[config.mk]
export PLATFORM = sky130hd
export DESIGN_NAME = ifetch_flat
export DESIGN_NICKNAME = d
export VERILOG_FILES = /design/src/rtl/ifetch_if.sv /design/src/rtl/ifetch.sv /design/src/flat_wrapper.sv
export SDC_FILE = /design/constraint.sdc
export NUM_CORES = 1
export LEC_CHECK = 0
export ABC_AREA = 1
export ABC_CLOCK_PERIOD_IN_PS = 18600
export CELL_PAD_IN_SITES_DETAIL_PLACEMENT = 1
export CELL_PAD_IN_SITES_GLOBAL_PLACEMENT = 2
export CORE_MARGIN = 3
export CORE_UTILIZATION = 42
export CTS_CLUSTER_SIZE = 28
export DETAILED_ROUTE_END_ITERATION = 10
export DONT_BUFFER_PORTS = 1
export PLACE_DENSITY = 0.95
export REMOVE_ABC_BUFFERS = 1
export SKIP_LAST_GASP = 1
export SLEW_MARGIN = 20
export SYNTH_ARGS = -nofsm -noshare
export SYNTH_HDL_FRONTEND = slang
export SYNTH_SLANG_ARGS = --single-unit
[constraint.sdc]
create_clock -name clk -period 18.6 [get_ports clk]
set_input_delay 1.86 -clock clk [delete_from_list [all_inputs] [get_ports clk]]
set_output_delay 1.86 -clock clk [all_outputs]
set_load 0.005 [all_outputs]
[src/rtl/ifetch_if.sv]
// Fetch-stage bundle: icache request/response, decode handshake and redirect inputs.
// master = fetch stage, slave = environment (icache + decode + commit).
interface ifetch_if #(
  parameter int ADDR_WIDTH = 32,
  parameter int INST_WIDTH = 32
);
  logic                  icache_req;
  logic [ADDR_WIDTH-1:0] icache_addr;
  logic                  icache_valid;
  logic [INST_WIDTH-1:0] icache_inst;
  logic                  if2dec;
  logic [ADDR_WIDTH-1:0] pc_out;
  logic [INST_WIDTH-1:0] inst_out;
  logic                  dec_ready;
  logic                  decFlush;
  logic [ADDR_WIDTH-1:0] dec2if;
  logic                  rob_flush;
  logic [ADDR_WIDTH-1:0] rob_target;

  modport master (
    output icache_req, icache_addr, if2dec, pc_out, inst_out,
    input  icache_valid, icache_inst, dec_ready, decFlush, dec2if, rob_flush, rob_target
  );

  modport slave (
    input  icache_req, icache_addr, if2dec, pc_out, inst_out,
    output icache_valid, icache_inst, dec_ready, decFlush, dec2if, rob_flush, rob_target
  );
endinterface

[src/rtl/ifetch.sv]
// Instruction fetch: one outstanding icache request at a time, responses buffered
// in a DEPTH-entry FIFO whose head is offered to decode; redirects flush everything.
module ifetch #(
  parameter int                  ADDR_WIDTH = 32,
  parameter int                  INST_WIDTH = 32,
  parameter int                  QUEUE_LOG  = 2,
  parameter logic [ADDR_WIDTH-1:0] RESET_PC = 32'h0
) (
  input  logic     clk,
  input  logic     rst_in,
  input  logic     rdy_in,
  ifetch_if.master bus
);
  localparam int DEPTH = 1 << QUEUE_LOG;
  localparam logic [QUEUE_LOG:0]    DEPTH_C  = {1'b1, {QUEUE_LOG{1'b0}}};
  localparam logic [QUEUE_LOG:0]    CNT_ZERO = {(QUEUE_LOG+1){1'b0}};
  localparam logic [QUEUE_LOG:0]    CNT_ONE  = (QUEUE_LOG+1)'(1'b1);
  localparam logic [QUEUE_LOG-1:0]  PTR_ZERO = {QUEUE_LOG{1'b0}};
  localparam logic [QUEUE_LOG-1:0]  PTR_ONE  = QUEUE_LOG'(1'b1);
  localparam logic [ADDR_WIDTH-1:0] ADDR_ZERO = {ADDR_WIDTH{1'b0}};
  localparam logic [ADDR_WIDTH-1:0] PC_STEP   = ADDR_WIDTH'(3'd4);
  localparam logic [INST_WIDTH-1:0] INST_ZERO = {INST_WIDTH{1'b0}};

  typedef enum logic [1:0] {
    IDLE = 2'd0,
    WAIT = 2'd1,
    DROP = 2'd2
  } state_t;

  state_t                state_r;
  logic [ADDR_WIDTH-1:0] pc_r;
  logic [ADDR_WIDTH-1:0] addr_r;
  logic                  req_r;
  logic [QUEUE_LOG-1:0]  head_r;
  logic [QUEUE_LOG-1:0]  tail_r;
  logic [QUEUE_LOG:0]    count_r;
  logic [ADDR_WIDTH-1:0] pc_mem_r   [DEPTH];
  logic [INST_WIDTH-1:0] inst_mem_r [DEPTH];

  logic                  flush_s;
  logic [ADDR_WIDTH-1:0] target_s;
  logic                  deq_s;
  logic                  enq_s;
  logic [QUEUE_LOG:0]    count_next_s;
  logic [ADDR_WIDTH-1:0] pc_inc_s;

  // Redirect selection and next-occupancy computation
  always_comb begin
    flush_s = bus.rob_flush | bus.decFlush;
    if (bus.rob_flush) begin
      target_s = bus.rob_target;
    end else begin
      target_s = bus.dec2if;
    end
    deq_s        = (count_r != CNT_ZERO) && bus.dec_ready;
    enq_s        = (state_r == WAIT) && bus.icache_valid;
    count_next_s = count_r + (enq_s ? CNT_ONE : CNT_ZERO) - (deq_s ? CNT_ONE : CNT_ZERO);
    pc_inc_s     = pc_r + PC_STEP;
  end

  assign bus.icache_req  = req_r;
  assign bus.icache_addr = addr_r;
  assign bus.if2dec      = (count_r != CNT_ZERO);
  assign bus.pc_out      = pc_mem_r[head_r];
  assign bus.inst_out    = inst_mem_r[head_r];

  // Fetch FSM, PC and FIFO state
  always_ff @(posedge clk) begin
    if (!rst_in) begin
      state_r <= IDLE;
      pc_r    <= RESET_PC;
      addr_r  <= ADDR_ZERO;
      req_r   <= 1'b0;
      head_r  <= PTR_ZERO;
      tail_r  <= PTR_ZERO;
      count_r <= CNT_ZERO;
      for (int i = 0; i < DEPTH; i++) begin
        pc_mem_r[i]   <= ADDR_ZERO;
        inst_mem_r[i] <= INST_ZERO;
      end
    end else if (rdy_in) begin
      if (flush_s) begin
        head_r  <= PTR_ZERO;
        tail_r  <= PTR_ZERO;
        count_r <= CNT_ZERO;
        pc_r    <= target_s;
        // A request still in flight must have its response swallowed in DROP
        case (state_r)
          WAIT: begin
            if (bus.icache_valid) begin
              req_r   <= 1'b0;
              state_r <= IDLE;
            end else begin
              state_r <= DROP;
            end
          end
          DROP: begin
            if (bus.icache_valid) begin
              req_r   <= 1'b0;
              state_r <= IDLE;
            end
          end
          default: state_r <= IDLE;
        endcase
      end else begin
        if (deq_s) begin
          head_r <= head_r + PTR_ONE;
        end
        count_r <= count_next_s;
        case (state_r)
          IDLE: begin
            if (count_r < DEPTH_C) begin
              req_r   <= 1'b1;
              addr_r  <= pc_r;
              state_r <= WAIT;
            end
          end
          WAIT: begin
            if (bus.icache_valid) begin
              pc_mem_r[tail_r]   <= pc_r;
              inst_mem_r[tail_r] <= bus.icache_inst;
              tail_r             <= tail_r + PTR_ONE;
              pc_r               <= pc_inc_s;
              // Chain the next request on the same edge when the FIFO still has room
              if (count_next_s < DEPTH_C) begin
                addr_r <= pc_inc_s;
              end else begin
                req_r   <= 1'b0;
                state_r <= IDLE;
              end
            end
          end
          DROP: begin
            if (bus.icache_valid) begin
              req_r   <= 1'b0;
              state_r <= IDLE;
            end
          end
          default: begin
            req_r   <= 1'b0;
            state_r <= IDLE;
          end
        endcase
      end
    end
  end
endmodule

[src/flat_wrapper.sv]
// flat-port wrapper written by rule: the top's interface ports become plain ports
module ifetch_flat 
#(
  parameter int                  ADDR_WIDTH = 32,
  parameter int                  INST_WIDTH = 32,
  parameter int                  QUEUE_LOG  = 2,
  parameter logic [ADDR_WIDTH-1:0] RESET_PC = 32'h0
)
  (clk, rst_in, rdy_in, bus_icache_req, bus_icache_addr, bus_if2dec, bus_pc_out, bus_inst_out, bus_icache_valid, bus_icache_inst, bus_dec_ready, bus_decFlush, bus_dec2if, bus_rob_flush, bus_rob_target);
  ifetch_if #(.ADDR_WIDTH(ADDR_WIDTH), .INST_WIDTH(INST_WIDTH)) bus_i ();
  input  logic clk;
  input  logic rst_in;
  input  logic rdy_in;
  output wire logic [$bits(bus_i.icache_req)-1:0] bus_icache_req;
  output wire logic [$bits(bus_i.icache_addr)-1:0] bus_icache_addr;
  output wire logic [$bits(bus_i.if2dec)-1:0] bus_if2dec;
  output wire logic [$bits(bus_i.pc_out)-1:0] bus_pc_out;
  output wire logic [$bits(bus_i.inst_out)-1:0] bus_inst_out;
  input wire logic [$bits(bus_i.icache_valid)-1:0] bus_icache_valid;
  input wire logic [$bits(bus_i.icache_inst)-1:0] bus_icache_inst;
  input wire logic [$bits(bus_i.dec_ready)-1:0] bus_dec_ready;
  input wire logic [$bits(bus_i.decFlush)-1:0] bus_decFlush;
  input wire logic [$bits(bus_i.dec2if)-1:0] bus_dec2if;
  input wire logic [$bits(bus_i.rob_flush)-1:0] bus_rob_flush;
  input wire logic [$bits(bus_i.rob_target)-1:0] bus_rob_target;
  assign bus_icache_req = bus_i.icache_req;
  assign bus_icache_addr = bus_i.icache_addr;
  assign bus_if2dec = bus_i.if2dec;
  assign bus_pc_out = bus_i.pc_out;
  assign bus_inst_out = bus_i.inst_out;
  assign bus_i.icache_valid = bus_icache_valid;
  assign bus_i.icache_inst = bus_icache_inst;
  assign bus_i.dec_ready = bus_dec_ready;
  assign bus_i.decFlush = bus_decFlush;
  assign bus_i.dec2if = bus_dec2if;
  assign bus_i.rob_flush = bus_rob_flush;
  assign bus_i.rob_target = bus_rob_target;
  ifetch #(.ADDR_WIDTH(ADDR_WIDTH), .INST_WIDTH(INST_WIDTH), .QUEUE_LOG(QUEUE_LOG), .RESET_PC(RESET_PC)) u_core (.clk(clk), .rst_in(rst_in), .rdy_in(rdy_in), .bus(bus_i));
endmodule
### Word-level counts from Yosys, hierarchy flattened

Memories as Yosys holds them, arrays and structs flattened. A register that Yosys moved wholly into a read port is not among the register bits.
Index checks and enable logic that the tools add are counted.

| storage, ports and cells | value |
|---|---|
| input port bits | 103 |
| bits in writable memories | 256 |
| bits in registers | 74 |
| memories kept | 2 |

| operators by class | value |
|---|---|
| equal/unequal tests | 9 |
| add/subtract/negate cells | 5 |
| reduce and logical (&&, ||, !) cells | 16 |
| mux-type cells | 48 |
| bitwise gates (word level) | 2 |
| magnitude comparators | 2 |

Memories:

| name | depth | bits a word | read ports | clocked after memory_dff | write ports | RTL line | text |
|---|---|---|---|---|---|---|---|
| u_core.inst_mem_r | 4 | 32 | 1 | 1 | 4 | ifetch.sv:38 | `logic [INST_WIDTH-1:0] inst_mem_r [DEPTH];` |
| u_core.pc_mem_r | 4 | 32 | 1 | 1 | 4 | ifetch.sv:37 | `logic [ADDR_WIDTH-1:0] pc_mem_r [DEPTH];` |

Operator list:

| operator | count |
|---|---|
| $mux W32 | 9 |
| $pmux W32 S2 | 1 |
| $reduce_or A32 Y1 | 2 |
| $mux W2 | 17 |
| $add A32 B3 Y32 const B | 1 |
| $mux W1 | 17 |
| $reduce_bool A2 Y1 | 4 |
| $lt A3 B3 Y1 const B | 2 |
| $ne A2 B2 Y1 const B | 3 |
| $ne A3 B2 Y1 const B | 2 |
| $pmux W2 S3 | 1 |
| $reduce_and A6 Y1 | 1 |
| $reduce_and A5 Y1 | 1 |
| $add A2 B1 Y2 const B | 2 |
| $pmux W2 S2 | 1 |
| $reduce_and A4 Y1 | 1 |
| $add A3 B3 Y3 | 1 |
| $mux W3 | 1 |
| $ne A3 B1 Y1 const B | 1 |
| $pmux W1 S3 | 1 |
| $reduce_and A3 Y1 | 1 |
| $reduce_bool A3 Y1 | 1 |
| $sub A3 B3 Y3 | 1 |
| $eq A2 B1 Y1 const B | 1 |
| 8 further kinds | 9 |

### Depth between registers and ports, before layout

| logic depth | value |
|---|---|
| depth in word-level cells | 10 |
| depth in mapped cells | 19 |
| mapped depth without buffers | 18 |

### Least setup slack after synthesis

No wires, ideal clock.

| timing path | value |
|---|---|
| path kind | in2reg |
| start point | in bus_rob_flush |
| end point | mem u_core.inst_mem_r[0][0], enable pin |
| slack | 11.210 ns |
| arrival | 6.815 ns |
| cell stages on the path | 6 |
| library setup time | 0.574 ns |
| cell sequence | buf_6 -> nor2_8 -> nand2_2 -> nor2_4 -> inv_1 -> o21ai_0 |

RTL lines:

| element | RTL line | text |
|---|---|---|
| start: declaration | flat_wrapper.sv:24 | `input wire logic [$bits(bus_i.rob_flush)-1:0] bus_rob_flush;` |
| end: declaration | ifetch.sv:38 |  |

==> impl_metrics.toml <==
[power]
power_per_cell_area_nw_per_um2 = 96.35
p_sw_share_pct = 23.83
max-vdd-ir-drop_uv = 52.73
p_seq_share_pct = 51.1
clkPwrFrac_pct = 43.2
p_int_mw = 1.257
pwr-share-comb_pct = 5.7
power_switching_uw = 393.1
p_leak_nw = 6.556

[global_route]
grt_pass1_wl_mm = 71.55
grt_usage_pct = 22.74
grt_max_degree = 113
grt_pass1_vias = 12758
grt-ovfl-total = 0
antenna_found_initial = 0

[yosys]
avgSynthCellArea_um2 = 8.905
ys.flop_type = "edfxtp_1"
netlist_instances = 1769
ys_seq_area_share_pct = 58.46
ys_async_sr_fraction_pct = 0
synth_top_area_cell = "edfxtp_1"
ys_ff_latch = 332
synth_edf_count = 256
synth_warnings = 0
synth_top_area_share_pct = 48.80
yosysMostFrequentCell = "nor2_1"
synth_cell_type_count = 38
synthTopCellsByCount = "nor2_1 (396), nand2_1 (267), edfxtp_1 (256), o21ai_0 (182), inv_1 (118)"
synthTopCellsByArea = "edfxtp_1 (49%), dfxtp_1 (9.7%), nor2_1 (9.4%)"
syn-cell-area_um2 = 15750

[clock_network]
ctsHtreeMaxLevel = 2
cts_buffers = 37
cts_buffer_depth = 3
cts_tree = "done"
clock_latency_ps = 540
postCtsHoldBufs = 0
clock-sinks = 332
cts_setup_buffers = 0
cts_resized = 0
clkTransAtPathRegs_ps = 60
clockRootBuffer = "clkbuf_16"

[route]
first_pass_iters = 7
dr_total_vias = 12261
wl_mm = 45.74
wl_per_cell_um = 20.80
ant_nets = 0
drc = 0
avgViaCountPerCell = 5.576
drtIter0Drc = 648

[layout]
n_antenna_cell = 0
drive_gt1_share_pct = 8.203
n_fill_cell = 4195
nets = 1812
final_cell_count_no_fill = 2199
multi_input_area_um2 = 5597
area_delta_synth_final_pct = 8.698
regArea_um2 = 9214

[floorplanning]
start_util_pct = 42.82
die_x_um = 199.7
row_count = 70
core-area_um2 = 36790
pin_count = 201
die_h_um = 199.7
dieArea_um2 = 39870

[placement]
gp_congestion = 0.8300
dpl.hpwl_mm = 27.87
place_inst = 2131
port_buffers = 0

[flow_run]
max_cap_violations = 0

[run_status]
outcome = "finished, final reports clean"

[sta]
fin_setup_tns_ps = 0
period_share_pct = 24.87
skew_ps = 19.63
worst_pin_slew_ps = 1045
drv_slew = 0
relSlewSlack_pct = 30.34
setup_viol = 0
max_freq_mhz = 216.2
hold_viol = 0
finalCriticalPeriod_ps = 4626
fin_hold_ws_ps = 472.3
grt_setup_unrepaired = "no"

[setup_path]
cp-end-kind = "register"
startpoint_type = "input port"
critPathMaxFanout = 65
arrival_ps = 4780
cp.required_ps = 18750
critPathKind = "input port to register"

[min_path]
min_path_type = "register to register"
==> placed cells by master (no fill, tap or decap), types with 8 or more instances in the layout <==
cell type,instances
nand3_1,37
o21ai_0,180
o211ai_1,8
nor2_1,396
dfxtp_1,74
clkinv_1,9
or2_2,11
clkbuf_16,38
inv_1,116
nand2_1,264
a31oi_1,11
clkinv_2,12
nor3_1,65
nor2_2,38
a21oi_1,73
o22ai_1,64
xor2_1,12
edfxtp_1,256
buf_4,10
==> sequential cells by signal, summed over array words and instances, names as in the netlist, named ones only <==
signal and cells:
u_core.inst_mem_r 128, u_core.bus.icache_addr 32, u_core.tail_r 2, u_core.head_r 2, u_core.pc_mem_r 128, u_core.bus.icache_req 1, u_core.state_r 2, u_core.pc_r 32
u_core.count_r 3
==> cells by family (layout without fill, tap and decap cells) <==
kind of cell / after synthesis / after routing / synth area share, %
AOI/OAI and AO/OA: 343 / 343 / 11.72
xor gates and xnor gates: 13 / 13 / 0.7228
adders and majority gates: 7 / 7 / 0.6036
buffers and inverters: 239 / 201 / 6.330
DFF: 332 / 332 / 58.46
and+or+nand+nor: 835 / 835 / 22.16
==> through the flow <==
step / worst slack [ps] / utilization, % / total power [mW] / cell area [µm²]
6_report: 13970 / 46.55 / 1.650 / 17120
3_3_place_gp: 13460 / 43.34 / 0.9474 / 15940
5_1_grt: 13680 / 46.55 / 1.709 / 17120
3_5_place_dp: 13410 / 43.34 / 0.9526 / 15940
2_1_floorplan: 10890 / - / 0.9175 / 15210
4_1_cts: 13730 / 46.53 / 1.665 / 17120
==> layout make-up <==
class,instances,share of cell area (%)
inverter,121,2.660
tap,468,3.420
clock inverter,24,1.111
sequential,332,53.81
timing repair buffer,12,0.5700
multi-input combinational,1198,32.69
clock buffer,44,5.744
==> critical path, stage by stage <==
cell and delay, ps:
nor2_8 640, nand2_2 190, nor2_4 200, nand2_4 220, nor2_2 230, nand2_4 50, buf_4 410, nand2_4 890
==> layer usage <==
metal  vias up  share of wire (%)  track usage [%]
li1       5804                  -                -
met1      6096                 43            29.72
met2       299                 50            39.85
met3        62                5.2            4.097
met4         0                1.7            4.652
met5         -                  0                0
==> power groups by stage <==
stage	registers (mW)	clock network, mW	logic (mW)
detailed placement	0.858	0	0.0946
CTS	0.843	0.727	0.0953
global route	0.846	0.756	0.107
finish	0.842	0.713	0.0940
global placement	0.857	0	0.0909
floorplan	0.854	0	0.0638
==> path summary, 6_finish.rpt <==
kind	endpoint	slack, ps	depth (start not counted)	start
max reg2reg	u_core.bus.icache_addr[1]	14660	17	u_core.state_r[1]
min	u_core.count_r[0]	470	2	u_core.count_r[0]
min reg2reg	u_core.count_r[0]	470	2	u_core.count_r[0]
max	u_core.inst_mem_r[2][5]	13970	8	bus_rob_flush
No activity file was read; power rests on OpenSTA's default activity.
